===== src/rtl/swc_rtu_port_arbiter_pkg.sv =====
// rtl/swc_rtu_port_arbiter_pkg.sv - shared types and helpers for the RTU port arbiter
package swc_rtu_arb_pkg;

    localparam int C_MAX_PORTS = 32;
    localparam int C_MAX_PRIO  = 8;

    typedef enum logic [1:0] {
        IDLE,
        ISSUE,
        WAIT_RSP
    } arb_state_t;

    // Sized for the largest supported switch; users slice down to g_num_ports/g_prio_width.
    typedef struct packed {
        logic [C_MAX_PORTS-1:0] mask;
        logic                   drop;
        logic [C_MAX_PRIO-1:0]  prio;
    } rtu_rsp_t;

    function automatic int f_log2c(input int n);
        int r;
        r = 1;
        while ((1 << r) < n) r++;
        return r;
    endfunction

endpackage


===== src/rtl/swc_rtu_port_arbiter_if.sv =====
// rtl/swc_rtu_port_arbiter_if.sv - request/response channel between arbiter and RTU engine
interface swc_rtu_port_arbiter_if #(
    parameter int N  = 7,
    parameter int P  = 3,
    parameter int PW = 3
);
    logic          rtu_req_valid;
    logic [P-1:0]  rtu_req_port;
    logic          rtu_req_ready;
    logic          rtu_rsp_valid;
    logic [P-1:0]  rtu_rsp_port;
    logic [N-1:0]  rtu_rsp_mask;
    logic          rtu_rsp_drop;
    logic [PW-1:0] rtu_rsp_prio;

    modport master (
        output rtu_req_valid, rtu_req_port,
        input  rtu_req_ready, rtu_rsp_valid, rtu_rsp_port, rtu_rsp_mask, rtu_rsp_drop, rtu_rsp_prio
    );

    modport slave (
        input  rtu_req_valid, rtu_req_port,
        output rtu_req_ready, rtu_rsp_valid, rtu_rsp_port, rtu_rsp_mask, rtu_rsp_drop, rtu_rsp_prio
    );
endinterface


===== src/rtl/swc_rtu_port_arbiter_rr.sv =====
// rtl/swc_rtu_port_arbiter_rr.sv - round-robin pick of the first request at or after the pointer
module swc_rr_arbiter #(
    parameter int g_n  = 7,
    parameter int g_iw = 3
) (
    input  logic            clk_i,
    input  logic            rst_n_i,
    input  logic [g_n-1:0]  req_i,
    input  logic            advance_i,
    input  logic [g_iw-1:0] adv_idx_i,
    output logic [g_n-1:0]  grant_o,
    output logic [g_iw-1:0] idx_o,
    output logic            any_o
);
    logic [g_iw-1:0] ptr;
    logic [g_iw:0]   j;

    always_ff @(posedge clk_i or negedge rst_n_i) begin
        if (!rst_n_i)
            ptr <= '0;
        else if (advance_i)
            ptr <= (adv_idx_i == g_iw'(g_n - 1)) ? '0 : adv_idx_i + 1'b1;
    end

    always_comb begin
        grant_o = '0;
        idx_o   = '0;
        any_o   = 1'b0;
        j       = '0;
        for (int k = 0; k < g_n; k++) begin
            j = {1'b0, ptr} + (g_iw+1)'(k);
            if (j >= (g_iw+1)'(g_n))
                j = j - (g_iw+1)'(g_n);
            if (!any_o && req_i[j[g_iw-1:0]]) begin
                any_o                  = 1'b1;
                grant_o[j[g_iw-1:0]]   = 1'b1;
                idx_o                  = j[g_iw-1:0];
            end
        end
    end
endmodule


===== src/rtl/swc_rtu_port_arbiter.sv =====
// rtl/swc_rtu_port_arbiter.sv - shares one RTU lookup engine between switch ports, one lookup in flight
module swc_rtu_port_arbiter
    import swc_rtu_arb_pkg::*;
#(
    parameter int g_num_ports  = 7,
    parameter int g_prio_width = 3,
    parameter int g_timeout    = 1023
) (
    input  logic                                 clk_i,
    input  logic                                 rst_n_i,
    input  logic [g_num_ports-1:0]               port_req_i,
    output logic [g_num_ports-1:0]               port_req_ack_o,
    swc_rtu_port_arbiter_if.master               rtu,
    output logic [g_num_ports-1:0]               core_rsp_valid_o,
    input  logic [g_num_ports-1:0]               core_rsp_ack_i,
    output logic [g_num_ports*g_num_ports-1:0]   core_dst_mask_o,
    output logic [g_num_ports-1:0]               core_drop_o,
    output logic [g_num_ports*g_prio_width-1:0]  core_prio_o,
    output logic                                 timeout_o,
    output logic                                 rsp_err_o
);
    localparam int N  = g_num_ports;
    localparam int PW = g_prio_width;
    localparam int P  = f_log2c(N);
    localparam int CW = f_log2c(g_timeout + 1);

    arb_state_t    state, state_nxt;
    logic [P-1:0]  idx_q;
    logic [N-1:0]  grant_q;
    logic [CW-1:0] cnt;
    logic [N-1:0]  slot_vld;
    rtu_rsp_t      slot [N];
    rtu_rsp_t      rsp_rec;

    logic [N-1:0]  elig, grant_oh;
    logic [P-1:0]  grant_idx;
    logic          any_elig, accept, rsp_hit, rsp_bad, tmo;

    // A port whose slot is still held by swc_core must not be granted again.
    assign elig = port_req_i & ~slot_vld;

    swc_rr_arbiter #(.g_n(N), .g_iw(P)) u_rr (
        .clk_i     (clk_i),
        .rst_n_i   (rst_n_i),
        .req_i     (elig),
        .advance_i (accept),
        .adv_idx_i (idx_q),
        .grant_o   (grant_oh),
        .idx_o     (grant_idx),
        .any_o     (any_elig)
    );

    always_ff @(posedge clk_i or negedge rst_n_i) begin
        if (!rst_n_i) state <= IDLE;
        else          state <= state_nxt;
    end

    always_comb begin
        state_nxt         = state;
        accept            = 1'b0;
        rsp_hit           = 1'b0;
        tmo               = 1'b0;
        rsp_bad           = rtu.rtu_rsp_valid;
        rtu.rtu_req_valid = 1'b0;
        port_req_ack_o    = '0;
        case (state)
            IDLE:
                if (any_elig) state_nxt = ISSUE;
            ISSUE: begin
                rtu.rtu_req_valid = 1'b1;
                if (rtu.rtu_req_ready) begin
                    accept         = 1'b1;
                    port_req_ack_o = grant_q;
                    state_nxt      = WAIT_RSP;
                end
            end
            WAIT_RSP:
                // A matching response in the timeout cycle still wins.
                if (rtu.rtu_rsp_valid && rtu.rtu_rsp_port == idx_q) begin
                    rsp_hit   = 1'b1;
                    rsp_bad   = 1'b0;
                    state_nxt = IDLE;
                end else if (cnt == CW'(g_timeout - 1)) begin
                    tmo       = 1'b1;
                    state_nxt = IDLE;
                end
            default:
                state_nxt = IDLE;
        endcase
    end

    assign rtu.rtu_req_port = idx_q;

    always_comb begin
        rsp_rec = '0;
        if (rsp_hit) begin
            rsp_rec.mask[N-1:0]  = rtu.rtu_rsp_mask;
            rsp_rec.drop         = rtu.rtu_rsp_drop;
            rsp_rec.prio[PW-1:0] = rtu.rtu_rsp_prio;
        end else begin
            rsp_rec.drop = 1'b1;
        end
    end

    always_ff @(posedge clk_i or negedge rst_n_i) begin
        if (!rst_n_i) begin
            idx_q     <= '0;
            grant_q   <= '0;
            cnt       <= '0;
            slot_vld  <= '0;
            timeout_o <= 1'b0;
            rsp_err_o <= 1'b0;
            for (int i = 0; i < N; i++) slot[i] <= '0;
        end else begin
            timeout_o <= tmo;
            rsp_err_o <= rsp_bad;
            if (state == IDLE && any_elig) begin
                idx_q   <= grant_idx;
                grant_q <= grant_oh;
            end
            if (accept)
                cnt <= '0;
            else if (state == WAIT_RSP)
                cnt <= cnt + 1'b1;
            slot_vld <= slot_vld & ~core_rsp_ack_i;
            if (rsp_hit || tmo) begin
                slot_vld[idx_q] <= 1'b1;
                slot[idx_q]     <= rsp_rec;
            end
        end
    end

    assign core_rsp_valid_o = slot_vld;

    always_comb begin
        core_dst_mask_o = '0;
        core_drop_o     = '0;
        core_prio_o     = '0;
        for (int i = 0; i < N; i++) begin
            core_dst_mask_o[i*N +: N]  = slot[i].mask[N-1:0];
            core_drop_o[i]             = slot[i].drop;
            core_prio_o[i*PW +: PW]    = slot[i].prio[PW-1:0];
        end
    end
endmodule

===== src/flat_wrapper.sv =====
// flat-port wrapper written by rule: the top's interface ports become plain ports
module swc_rtu_port_arbiter_flat import swc_rtu_arb_pkg::*;
#(
    parameter int g_num_ports  = 7,
    parameter int g_prio_width = 3,
    parameter int g_timeout    = 1023
)
  (clk_i, rst_n_i, port_req_i, port_req_ack_o, core_rsp_valid_o, core_rsp_ack_i, core_dst_mask_o, core_drop_o, core_prio_o, timeout_o, rsp_err_o, rtu_rtu_req_valid, rtu_rtu_req_port, rtu_rtu_req_ready, rtu_rtu_rsp_valid, rtu_rtu_rsp_port, rtu_rtu_rsp_mask, rtu_rtu_rsp_drop, rtu_rtu_rsp_prio);
  swc_rtu_port_arbiter_if rtu_i ();
  input  logic clk_i;
  input  logic rst_n_i;
  input  logic [g_num_ports-1:0] port_req_i;
  output logic [g_num_ports-1:0] port_req_ack_o;
  output logic [g_num_ports-1:0] core_rsp_valid_o;
  input  logic [g_num_ports-1:0] core_rsp_ack_i;
  output logic [g_num_ports*g_num_ports-1:0] core_dst_mask_o;
  output logic [g_num_ports-1:0] core_drop_o;
  output logic [g_num_ports*g_prio_width-1:0] core_prio_o;
  output logic timeout_o;
  output logic rsp_err_o;
  output wire logic [$bits(rtu_i.rtu_req_valid)-1:0] rtu_rtu_req_valid;
  output wire logic [$bits(rtu_i.rtu_req_port)-1:0] rtu_rtu_req_port;
  input wire logic [$bits(rtu_i.rtu_req_ready)-1:0] rtu_rtu_req_ready;
  input wire logic [$bits(rtu_i.rtu_rsp_valid)-1:0] rtu_rtu_rsp_valid;
  input wire logic [$bits(rtu_i.rtu_rsp_port)-1:0] rtu_rtu_rsp_port;
  input wire logic [$bits(rtu_i.rtu_rsp_mask)-1:0] rtu_rtu_rsp_mask;
  input wire logic [$bits(rtu_i.rtu_rsp_drop)-1:0] rtu_rtu_rsp_drop;
  input wire logic [$bits(rtu_i.rtu_rsp_prio)-1:0] rtu_rtu_rsp_prio;
  assign rtu_rtu_req_valid = rtu_i.rtu_req_valid;
  assign rtu_rtu_req_port = rtu_i.rtu_req_port;
  assign rtu_i.rtu_req_ready = rtu_rtu_req_ready;
  assign rtu_i.rtu_rsp_valid = rtu_rtu_rsp_valid;
  assign rtu_i.rtu_rsp_port = rtu_rtu_rsp_port;
  assign rtu_i.rtu_rsp_mask = rtu_rtu_rsp_mask;
  assign rtu_i.rtu_rsp_drop = rtu_rtu_rsp_drop;
  assign rtu_i.rtu_rsp_prio = rtu_rtu_rsp_prio;
  swc_rtu_port_arbiter #(.g_num_ports(g_num_ports), .g_prio_width(g_prio_width), .g_timeout(g_timeout)) u_core (.clk_i(clk_i), .rst_n_i(rst_n_i), .port_req_i(port_req_i), .port_req_ack_o(port_req_ack_o), .rtu(rtu_i), .core_rsp_valid_o(core_rsp_valid_o), .core_rsp_ack_i(core_rsp_ack_i), .core_dst_mask_o(core_dst_mask_o), .core_drop_o(core_drop_o), .core_prio_o(core_prio_o), .timeout_o(timeout_o), .rsp_err_o(rsp_err_o));
endmodule

===== config.mk =====
export PLATFORM = sky130hd
export DESIGN_NAME = swc_rtu_port_arbiter_flat
export DESIGN_NICKNAME = d
export VERILOG_FILES = /design/src/rtl/swc_rtu_port_arbiter_pkg.sv /design/src/rtl/swc_rtu_port_arbiter_if.sv /design/src/rtl/swc_rtu_port_arbiter_rr.sv /design/src/rtl/swc_rtu_port_arbiter.sv /design/src/flat_wrapper.sv
export SDC_FILE = /design/constraint.sdc
export NUM_CORES = 1
export LEC_CHECK = 0
export BUFFER_PORTS_ARGS = -buffer_cell sky130_fd_sc_hd__buf_2
export CORE_UTILIZATION = 50
export DETAILED_ROUTE_END_ITERATION = 8
export PLACE_DENSITY = 0.75
export SLEW_MARGIN = 10
export SYNTH_ARGS = -nofsm -noshare
export SYNTH_HDL_FRONTEND = slang
export SYNTH_SLANG_ARGS = --single-unit

===== constraint.sdc =====
create_clock -name clk_i -period 3.63 [get_ports clk_i]
set_input_delay 0.9075 -clock clk_i [delete_from_list [all_inputs] [get_ports clk_i]]
set_output_delay 0.9075 -clock clk_i [all_outputs]
set_load 0.1 [all_outputs]

# Word-level counts from Yosys, hierarchy flattened
# Index checks and enable logic that the tools add are counted.
[word_totals]
input_bits = 32
latch_bits = 0
out_inout_bits = 97
elab_cells = 201
reg_bits = 321
mem_count = 0
rom_bits = 0
ram_bits = 0
[classes]
mux = 85
add_sub_neg = 15
order_cmp = 25
shifts = 0
div_mod_pow = 0
n_reduce_logical = 27
multipliers = 0
bitwise_logic = 12
eq_ne = 8
[ops]
columns = ["operator", "n"]
rows = [
  ["$bwmux 287", 1],
  ["$demux 41 s3", 1],
  ["$mux 7", 11],
  ["$or 7x7->7", 7],
  ["$mux 3", 16],
  ["$mux 41", 1],
  ["$mux 1", 33],
  ["$lt 3x4->1 const B", 8],
  ["$demux 1 s3", 8],
  ["$ge 3x1->1 const B", 8],
  ["$ge 4x3->1 const B", 6],
  ["$bmux 1 s3", 7],
  ["$sub 3x3->3 const B", 7],
  ["$mux 10", 2],
  ["$logic_and 1x1->1", 17],
  ["$and 7x7->7", 2],
  ["$not 7->7", 2],
  ["$add 3x3->4 const B", 3],
  ["$add 10x1->10 const B", 1],
  ["$eq 10x10->1 const B", 1],
  ["$add 3x2->4 const B", 2],
  ["$mux 2", 4],
  ["$logic_not 1->1", 6],
  ["$pmux 2 s3", 1],
  ["17 further kinds", 17],
]

# Depth between registers and ports, before layout
# Gate-level depths: netlist of run 1.
[logic_depth]
ltp_word = 25
ltp_mapped = 18

# Cells and area by module
# Synthesis of run 1 repeated with hierarchy kept, for this count alone.
[unflattened]
hier_cells = 809
hier_area_um2 = 7438.4
[by_module_without_submodules]
columns = ["module", "cells_each", "instances", "area_each_um2"]
rows = [
  ["swc_rtu_port_arbiter", 452, 1, 4957.3],
  ["swc_rr_arbiter", 357, 1, 2481.1],
]

# Worst setup path after synthesis of run 1
# No wires, ideal clock.
[synth_path]
path_type = "register to register"
from = "register u_core.u_rr.ptr[1]"
to = "register u_core.idx_q[2] (netlist: u_core.rtu.rtu_req_port[2])"
required_ps = 3494
slack_ps = -64
setup_ps = 136
synth_period_minus_slack_ps = 3694
arrival_ps = 3558
stages_incl_launch_ff = 17
path_buffers = 3
cell_sequence = "dfrtp_1 buf_2 inv_1 ha_1 inv_1 fa_1 clkbuf_1 nor2b_1 or2_2 a311oi_1 o21a_1 a211o_1 or2_1 buf_2 nor2_2 nor4b_1 o22ai_1"
[synth_between]
elab_chain_len = 24
word_cells_on_any_way = 68
cone_classes = "add/sub (13); order compare (7); mux (35); reduce/logical (13)"
[synth_lines]
columns = ["item", "line_no", "rtl"]
rows = [
  ["from (decl)", "swc_rtu_port_arbiter_rr.sv:15", "logic [g_iw-1:0] ptr;"],
  ["from (signal assigned)", "swc_rtu_port_arbiter_rr.sv:22", "ptr <= (adv_idx_i == g_iw'(g_n - 1)) ? '0 : adv_idx_i + 1'b1;"],
  ["branches (longest 24 deep; another with $add 3x1->4)", "--", ""],
  ["to (signal assigned)", "swc_rtu_port_arbiter.sv:118", "idx_q <= grant_idx;"],
  ["to (decl)", "swc_rtu_port_arbiter.sv:28", "logic [P-1:0] idx_q;"],
]
# Several ways; the timed one is not identified. The select of a mux whose other input is x is not followed.
# A chain may end at the register's enable or synchronous reset.

# Worst setup path after layout of run 1
[layout_path]
from = "register u_core.u_rr.ptr[0]"
to = "register u_core.grant_q[3]"
[layout_between]
elab_chain_len = 24
word_cells_on_any_way = 109
cone_classes = "add/sub (13); order compare (21); mux (49); bitwise (6); reduce/logical (20)"
[layout_lines]
columns = ["item", "line_no", "rtl"]
rows = [
  ["branches (longest 24 deep; another with $add 3x1->4)", "--", ""],
  ["to (signal assigned)", "swc_rtu_port_arbiter.sv:119", "grant_q <= grant_oh;"],
  ["to (decl)", "swc_rtu_port_arbiter.sv:29", "logic [N-1:0] grant_q;"],
]
# Several ways; the timed one is not identified. The select of a mux whose other input is x is not followed.

==> flow_metrics.py, run 1 <==
metrics = {
    "final_layout": {
        "syn_to_final_growth_pct": 22.6,
        "nets": 940,
        "drive_above_1_share_pct": 27.3,
        "fillers": 1128,
        "antennaDiodeCount": 0,
        "final_cell_count_no_fill": 1070,
    },
    "timing": {
        "max_slew.worst_pin.slew_ps": 759,
        "finalHoldViolCount": 0,
        "slew_violations": 0,
        "post-route-period-util_pct": 95.7,
        "fmax_mhz": 288,
        "setup_viol": 0,
        "skew_ps": 12.9,
        "tns_ps": 0,
        "min_period_ps": 3470,
        "fin_ws_ps": 156,
        "relSlewSlack_pct": 49.0,
    },
    "detailed_routing": {
        "wl_um": 19700,
        "avgRoutedWirePerCell_um": 18.5,
        "drc_errors": 0,
        "first_pass_iters": 5,
        "drt_iter0_markers": 416,
        "postRouteAntennaNets": 0,
        "post_drt_via_cell_ratio": 5.84,
        "vias": 6251,
    },
    "floorplanning": {
        "start_util_pct": 51.2,
        "fp-row-count": 41,
        "dieArea_um2": 13400,
        "core_um2": 12600,
        "die_height_um": 116,
        "io-pin-count": 129,
        "die_w_um": 116,
    },
    "global_route": {
        "grt_overflow": 0,
        "grt_first_pass_wirelength_um": 30800,
        "antenna_found_initial": 0,
        "grt_usage_pct": 30.6,
        "grt_pass1_vias": 5753,
        "grt_max_degree": 58,
    },
    "clock_network": {
        "cts_tree": "done",
        "cts.root.buffer_cell": "clkbuf_16",
        "clkSinkCount": 111,
        "clock_latency_ps": 370,
        "h-tree-depth": 3,
        "cts_buffers": 9,
        "cts_buffer_depth": 2,
        "clkSlewWorstSetupHoldPaths_ps": 90,
        "cts-hold-fix-buffers": 0,
    },
    "worst_setup_path": {
        "end_kind": "register",
        "crit_end": "u_core.grant_q[3]$_DFFE_PN0P_",
        "crit_required_ps": 3920,
        "rr_worst_depth": 11,
        "timing.rr.end": "u_core.grant_q[3]$_DFFE_PN0P_",
        "path_max_fanout": 7,
        "critical_path.startpoint": "u_core.u_rr.ptr[0]$_DFFE_PN0P_",
        "r2r-start": "u_core.u_rr.ptr[0]$_DFFE_PN0P_",
        "r2r_slack_ps": 160,
        "start_kind": "register",
        "cp_data_arrival_time_ps": 3770,
        "critical_path_class": "reg2reg",
    },
    "synth": {
        "syn_avg_cell_area_um2": 8.73,
        "synthCells": 740,
        "synth_ff_type": "dfrtp_1",
        "synth_edf_count": 0,
        "ys_seq_area_share_pct": 43.0,
        "synth_top_cell_area_share_pct": 43.0,
        "yosysMostFrequentCell": "nand2_1",
        "yosys_warnings": 0,
        "syn_nets": 787,
        "ys_ff_latch": 111,
        "synthTopCellsByArea": "dfrtp_1, o21ai_0, nand2_1",
        "synth_commonest_cells": "nand2_1, dfrtp_1, o21ai_0",
        "synthArstFlopShare_pct": 100,
        "synth_area_leader_cell": "dfrtp_1",
        "yosys.cell_types.count": 79,
        "synth_area_um2": 6460,
    },
    "placed_design": {
        "place_ws_ps": 94.6,
        "port_buffers": 128,
        "gp_congestion": 0.955,
        "hpwlAfterDp_um": 14900,
        "dp.cells": 1053,
    },
    "status": {
        "status": "finished clean",
    },
    "min_path": {
        "hold_class": "in2async",
    },
    "run": {
        "cap_violations": 0,
    },
}
[routing by layer]
metal  track usage (%)  vias up  part of all wire, %
met3              7.95       49                  8.9
met4              12.6        0                  3.4
met2              47.5      301                   46
met1              40.9     2947                   42
met5                 0        -                    0
li1                  -     2954                    -
[worst min-delay path by stage]
stage / startpoint / end / slack [ps]
after floorplan: u_core.cnt[6]$_DFFE_PN0P_ / u_core.cnt[6]$_DFFE_PN0P_ / 450
after global placement: u_core.core_dst_mask_o[1]$_DFFE_PN0P_ / u_core.core_dst_mask_o[1]$_DFFE_PN0P_ / 460
after detailed placement: u_core.core_dst_mask_o[30]$_DFFE_PN0P_ / u_core.core_dst_mask_o[30]$_DFFE_PN0P_ / 460
after CTS: rst_n_i / u_core.core_dst_mask_o[4]$_DFFE_PN0P_ / 430
after global routing: rst_n_i / u_core.core_dst_mask_o[4]$_DFFE_PN0P_ / 440
final: rst_n_i / u_core.core_dst_mask_o[4]$_DFFE_PN0P_ / 430
[cells by family after synthesis]
kind of cell | after synthesis | share of synthesized area [%]
XOR/XNOR | 11 | 1.72
adder cells (fa/ha/maj) | 15 | 3.02
AO/OA/AOI/OAI | 205 | 20.3
AND/OR/NAND/NOR | 313 | 23.8
buffers and inverters | 62 | 4.12
multiplexers | 23 | 4.09
flip-flops | 111 | 43.0
[metrics by stage]
step / cell area (um2) / hold WS (ps) / utilization, %
after floorplan: 6460 / 448 / -
after global placement: 7540 / 456 / 59.8
final: 7920 / 432 / 62.8
after detailed placement: 7540 / 465 / 59.8
after CTS: 7850 / 433 / 62.2
after global routing: 7920 / 445 / 62.8
[layout by cell type (no fill, tap or decap), types with 5 or more instances in the layout]
cell type / n
buf_2: 127
nand2_1: 126
dfrtp_1: 111
o21ai_0: 99
buf_4: 52
nor2_1: 48
nand3_1: 25
inv_1: 24
a21oi_1: 22
nand2b_1: 19
nor2b_1: 16
mux2i_1: 14
and3_1: 13
ha_1: 13
nand4_1: 11
a31oi_1: 11
nor3_1: 10
clkbuf_16: 9
or2_2: 8
nor4_1: 8
mux2_2: 7
a21o_1: 6
a211oi_1: 6
xor2_1: 5
o22ai_1: 5
[worst max-delay path, stage by stage (launching register included)]
cell and delay (ps):
dfrtp_1 440, ha_1 250, ha_1 350, or2_2 340
a2111oi_4 380, a311oi_1 90, a31o_2 310, a211o_1 400
nor4_1 430, a211o_1 180, a211oi_1 50, a31oi_1 180
[registers in the layout, indices dropped and copies added, names as in the netlist]
signal                   cells
u_core.core_dst_mask_o      49
u_core.core_prio_o          21
u_core.cnt                  10
u_core.core_drop_o           7
u_core.core_rsp_valid_o      7
u_core.grant_q               7
u_core.rtu.rtu_req_port      3
u_core.u_rr.ptr              3
u_core.state                 2
u_core.rsp_err_o             1
u_core.timeout_o             1
[area by class of cell]
cell class / instances / area [um2] / share of cell area, %
Multi-Input combinational cell: 567 / 3490 / 44.0
Sequential cell: 111 / 2780 / 35.1
Timing Repair Buffer: 180 / 1050 / 13.2
Clock buffer: 9 / 225 / 2.84
Tap cell: 172 / 215 / 2.72
Inverter: 24 / 90.1 / 1.14
Clock inverter: 7 / 78.8 / 0.995
[repair_timing]
item	in CTS	in global routing
setup endpoints to repair	0	10
gates resized for setup	0	14
setup buffers	0	1
Power of run 1 is not shown: default switching activity piles up to over one toggle a cycle in this logic, so the estimate is an artifact.
==> inputs of run 2 (changes only) <==
Settings changed: CORE_UTILIZATION 50 to 56, CTS_CLUSTER_SIZE set to 25, PLACE_DENSITY 0.75 to 0.8.
Clock period 3.63 ns to 3.4 ns, I/O delays scaled along.
==> flow_metrics.py, run 2 (synthesis results as in run 1) <==
metrics = {
    "clock_network": {
        "cts.root.buffer_cell": "clkbuf_16",
        "clock_latency_ps": 370,
        "cts_buffer_depth": 2,
        "cts_tree": "done",
        "cts_buffers": 9,
        "h-tree-depth": 3,
        "cts-hold-fix-buffers": 0,
        "clkSlewWorstSetupHoldPaths_ps": 70,
        "clkSinkCount": 111,
    },
    "timing": {
        "min_period_ps": 3360,
        "slew_violations": 0,
        "relSlewSlack_pct": 39.6,
        "fmax_mhz": 297,
        "whs_ps": 478,
        "rsz0062_at_grt": "true",
        "setup_viol": 0,
        "post-route-period-util_pct": 99.0,
        "skew_ps": 11.6,
        "finalHoldViolCount": 0,
        "max_slew.worst_pin.slew_ps": 906,
    },
    "run": {
        "cap_violations": 0,
    },
    "worst_setup_path": {
        "path_max_fanout": 7,
        "r2r-start": "u_core.u_rr.ptr[0]$_DFFE_PN0P_",
        "slowest_delay_ps": 470,
        "start_kind": "register",
        "cp.buffers_inverters": 5,
        "r2r_slack_ps": 40,
        "crit_chain": "buf_12 -> ha_4 -> inv_2 -> fa_2 -> mux2_4 -> buf_6 -> a311oi_2 -> o21a_2 -> a211oi_4 -> buf_6 -> buf_4 -> and3_4 -> a32oi_2 -> o21ai_1 -> mux2_2",
        "timing.rr.end": "u_core.rtu.rtu_req_port[0]$_DFFE_PN0P_",
        "crit_family": "compound AO/OA/AOI/OAI gates",
        "crit_required_ps": 3650,
        "critical_path_class": "reg2reg",
        "rr_worst_depth": 15,
        "cp_data_arrival_time_ps": 3610,
        "slowest_stage": "fa_2",
        "end_kind": "register",
        "cp_common_cell": "buf_6",
    },
    "final_layout": {
        "mostFrequentLayoutCells": "buf_2, nand2_1, dfrtp_1",
        "drive_above_1_share_pct": 34.0,
        "syn_to_final_growth_pct": 31.0,
        "fin_util_pct": 76.7,
        "fillers": 739,
        "final_cell_count_no_fill": 1077,
        "multi_input_area_um2": 3760,
        "layout_commonest_cell": "buf_2",
        "largest_reg_flops": 49,
        "nets": 979,
        "regArea_um2": 2780,
        "antennaDiodeCount": 0,
    },
    "detailed_routing": {
        "first_pass_iters": 5,
        "avgRoutedWirePerCell_um": 19.6,
        "postRouteAntennaNets": 0,
        "vias": 6638,
        "drt_iter0_markers": 582,
        "drc_errors": 0,
        "wl_um": 21100,
        "post_drt_via_cell_ratio": 6.16,
    },
    "placed_design": {
        "dp.cells": 1049,
        "hpwlAfterDp_um": 15800,
        "port_buffers": 128,
        "gp_congestion": 0.941,
    },
    "floorplanning": {
        "core_um2": 11000,
        "die_height_um": 109,
        "io-pin-count": 129,
        "start_util_pct": 58.6,
        "dieArea_um2": 12000,
        "fp-row-count": 38,
        "die_w_um": 109,
    },
    "global_route": {
        "grt_max_degree": 74,
        "grt_first_pass_wirelength_um": 32500,
        "grt_pass1_vias": 6388,
        "grt_overflow": 0,
        "antenna_found_initial": 0,
        "grt_usage_pct": 36.1,
    },
    "status": {
        "status": "finished clean",
    },
    "min_path": {
        "hold_end": "u_core.core_dst_mask_o[34]$_DFFE_PN0P_",
        "hold_class": "reg2reg",
        "whs_path_depth": 2,
        "min_from": "u_core.core_dst_mask_o[34]$_DFFE_PN0P_",
    },
}
[run 2: changes by cell type in the layout (fill, tap and decap cells not counted), moves of 4 or more]
| cell | previous run | this run |
|---|---|---|
| ha_4 | 0 | 5 |
| buf_4 | 52 | 87 |
| buf_6 | 0 | 4 |
| nor4_1 | 8 | 4 |
| inv_1 | 24 | 20 |
| ha_1 | 13 | 8 |
[run 2: final cells by class]
class,count,area share [%]
Multi-Input combinational cell,567,44.4
Sequential cell,111,32.9
Timing Repair Buffer,219,16.0
Tap cell,140,2.07
Inverter,24,1.09
Clock inverter,7,0.917
Clock buffer,9,2.66
[run 2: worst max-delay path by stage]
stage | startpoint | endpoint | slack (ps) | cells past startpoint
2_1_floorplan | u_core.u_rr.ptr[1]$_DFFE_PN0P_ | u_core.rtu.rtu_req_port[0]$_DFFE_PN0P_ | 3 | 16
3_3_place_gp | u_core.u_rr.ptr[1]$_DFFE_PN0P_ | u_core.grant_q[6]$_DFFE_PN0P_ | -9 | 13
3_5_place_dp | u_core.u_rr.ptr[0]$_DFFE_PN0P_ | u_core.grant_q[6]$_DFFE_PN0P_ | -120 | 12
4_1_cts | u_core.u_rr.ptr[0]$_DFFE_PN0P_ | u_core.grant_q[1]$_DFFE_PN0P_ | 20 | 12
5_1_grt | u_core.u_rr.ptr[0]$_DFFE_PN0P_ | u_core.grant_q[3]$_DFFE_PN0P_ | -20 | 14
6_report | u_core.u_rr.ptr[0]$_DFFE_PN0P_ | u_core.rtu.rtu_req_port[0]$_DFFE_PN0P_ | 40 | 15
[run 2: worst register-to-register path: stages (launching register included)]
cell and delay (ps):
dfrtp_2 460, buf_12 130, ha_4 140, inv_2 40
fa_2 470, mux2_4 360, buf_6 130, a311oi_2 270
o21a_2 230, a211oi_4 50, buf_6 150, buf_4 140
and3_4 140, a32oi_2 200, o21ai_1 90, mux2_2 260
[run 2: metal layers]
metal / vias to the layer above / GRT usage, % / wire, um
li1: 3028 / - / -
met1: 3250 / 45.5 / 8450
met2: 303 / 60.5 / 10400
met3: 57 / 7.77 / 1540
met4: 0 / 14.7 / 667
met5: - / 0 / 0
[run 2: timing repair]
action	4_1_cts	5_1_grt
setup endpoints to repair	10	10
resized for setup	7	51
pin swaps	1	24
setup buffers	0	13
[run 2: through the flow]
step	instance area [um2]	setup TNS (ps)	setup WS, ps
after floorplan	6560	0	2.74
after global placement	7770	-9.04	-9.04
after detailed placement	7770	-760	-118
after CTS	8110	0	21.6
after global routing	8460	-102	-24.7
final	8460	0	35.1
Power of run 2 is left out for the same reason.
==> inputs of run 3 (changes only) <==
Settings changed: CELL_PAD_IN_SITES_DETAIL_PLACEMENT set to 1, CELL_PAD_IN_SITES_GLOBAL_PLACEMENT set to 1, CORE_UTILIZATION 56 to 42.
==> flow_metrics.py, run 3 (synthesis results as in run 1) <==
metrics = {
    "status": {
        "status": "finished clean",
    },
    "global_route": {
        "grt_use_met3_pct": 6.16,
        "grt_max_degree": 73,
        "grt.busiest_layer": "met2",
        "grt_pass1_vias": 7171,
        "use_met1_pct": 39.5,
        "grt_overflow": 0,
        "grt_first_pass_wirelength_um": 40100,
        "grt_usage_pct": 32.8,
        "gr-usage-met2_pct": 58.7,
        "antenna_found_initial": 1,
    },
    "floorplanning": {
        "fp-row-count": 44,
        "dieArea_um2": 15900,
        "io-pin-count": 129,
        "core_um2": 14800,
        "start_util_pct": 43.8,
        "die_height_um": 126,
        "die_w_um": 126,
    },
    "final_layout": {
        "mostFrequentLayoutCells": "buf_2, nand2_1, dfrtp_1",
        "layout_commonest_cell": "buf_2",
        "nets": 999,
        "drive_above_1_share_pct": 36.2,
        "syn_to_final_growth_pct": 34.6,
        "antennaDiodeCount": 0,
        "largest_reg_flops": 49,
        "fillers": 1754,
    },
    "detailed_routing": {
        "avgRoutedWirePerCell_um": 22.7,
        "first_pass_iters": 5,
        "drt_iter0_markers": 332,
        "post_drt_via_cell_ratio": 5.90,
        "vias": 6728,
        "wl_um": 25900,
        "drc_errors": 0,
        "postRouteAntennaNets": 0,
    },
    "worst_setup_path": {
        "critical_path_class": "reg2reg",
        "slowest_stage": "dfrtp_2",
        "path_max_fanout": 4,
        "crit_required_ps": 3630,
        "crit_family": "multiplexers",
        "slowest_delay_ps": 440,
        "cp_data_arrival_time_ps": 3540,
        "end_kind": "register",
        "cp_common_cell": "buf_4",
        "start_kind": "register",
        "crit_chain": "inv_4 -> buf_4 -> buf_4 -> ha_1 -> a21boi_1 -> mux2i_2 -> mux4_2 -> mux2_2 -> nand4_1 -> buf_4 -> o21ai_0 -> nor4b_2 -> o22ai_1",
        "cp.buffers_inverters": 4,
    },
    "min_path": {
        "hold_class": "reg2reg",
    },
    "clock_network": {
        "cts_buffers": 9,
        "cts_buffer_depth": 2,
        "h-tree-depth": 3,
        "clock_latency_ps": 370,
        "cts_tree": "done",
        "clkSlewWorstSetupHoldPaths_ps": 70,
        "clkSinkCount": 111,
        "cts.root.buffer_cell": "clkbuf_16",
    },
    "timing": {
        "post-route-period-util_pct": 97.4,
        "max_slew.worst_pin.slew_ps": 948,
        "min_period_ps": 3310,
        "relSlewSlack_pct": 36.8,
        "fin_ws_ps": 89.7,
        "skew_ps": 13.6,
        "finalHoldViolCount": 0,
        "fmax_mhz": 302,
        "setup_viol": 0,
        "whs_ps": 482,
        "slew_violations": 0,
        "rsz0062_at_grt": "true",
    },
    "placed_design": {
        "hpwlAfterDp_um": 19200,
        "gp_congestion": 0.925,
        "place_ws_ps": -182,
        "port_buffers": 128,
    },
    "run": {
        "cap_violations": 0,
    },
}
-- run 3: worst paths after layout --
| kind | depth (start not counted) | to | slack [ps] | startpoint |
|---|---|---|---|---|
| setup / recovery | 13 | u_core.rtu.rtu_req_port[2]$_DFFE_PN0P_ | 90 | u_core.u_rr.ptr[1]$_DFFE_PN0P_ |
| hold / removal | 2 | u_core.core_prio_o[4]$_DFFE_PN0P_ | 480 | u_core.core_prio_o[4]$_DFFE_PN0P_ |
| setup reg to reg | 13 | u_core.rtu.rtu_req_port[2]$_DFFE_PN0P_ | 90 | u_core.u_rr.ptr[1]$_DFFE_PN0P_ |
| hold reg to reg | 2 | u_core.core_prio_o[4]$_DFFE_PN0P_ | 480 | u_core.core_prio_o[4]$_DFFE_PN0P_ |
| max in group asynchronous | 2 | u_core.core_dst_mask_o[32]$_DFFE_PN0P_ | 2030 | rst_n_i |
| min in group asynchronous | 1 | u_core.core_dst_mask_o[4]$_DFFE_PN0P_ | 620 | rst_n_i |
-- run 3: timing repair --
item                       4_1_cts  5_1_grt
buffers inserted                 0       11
gates cloned                     0        0
setup endpoints to repair       10       10
resized for setup               14       54
pin swaps                        5       27
hold buffers                     0        0
-- run 3: area by class of cell --
class / instances / area (um2) / share of cell area (%)
Timing Repair Buffer: 239 / 1500 / 17.3
Multi-Input combinational cell: 567 / 3800 / 43.7
Inverter: 24 / 95.1 / 1.09
Clock inverter: 6 / 62.6 / 0.719
Tap cell: 184 / 230 / 2.65
Clock buffer: 10 / 229 / 2.63
Sequential cell: 111 / 2780 / 32.0
-- run 3: routing by layer --
layer / vias to the layer above / wire length [um]
met5: - / 15
met4: 2 / 597
met3: 51 / 1290
met2: 199 / 13300
met1: 3407 / 10700
li1: 3069 / -
-- run 3: metrics by stage --
step,instances,instance area (um2),utilization [%],setup TNS [ps]
global route,1141,8700,59.0,-41.8
floorplan,740,6560,-,0
detailed placement,1114,8000,54.2,-764
global placement,1114,8000,54.2,-164
finish,1141,8700,59.0,0
CTS,1130,8350,56.6,0
-- run 3: tightest hold or removal path: cells and delay by family (launching register included) --
family,cells,cell delay [ps]
flops,1,340
compound gates,1,60
simple gates,1,50
Power of run 3 is left out for the same reason.
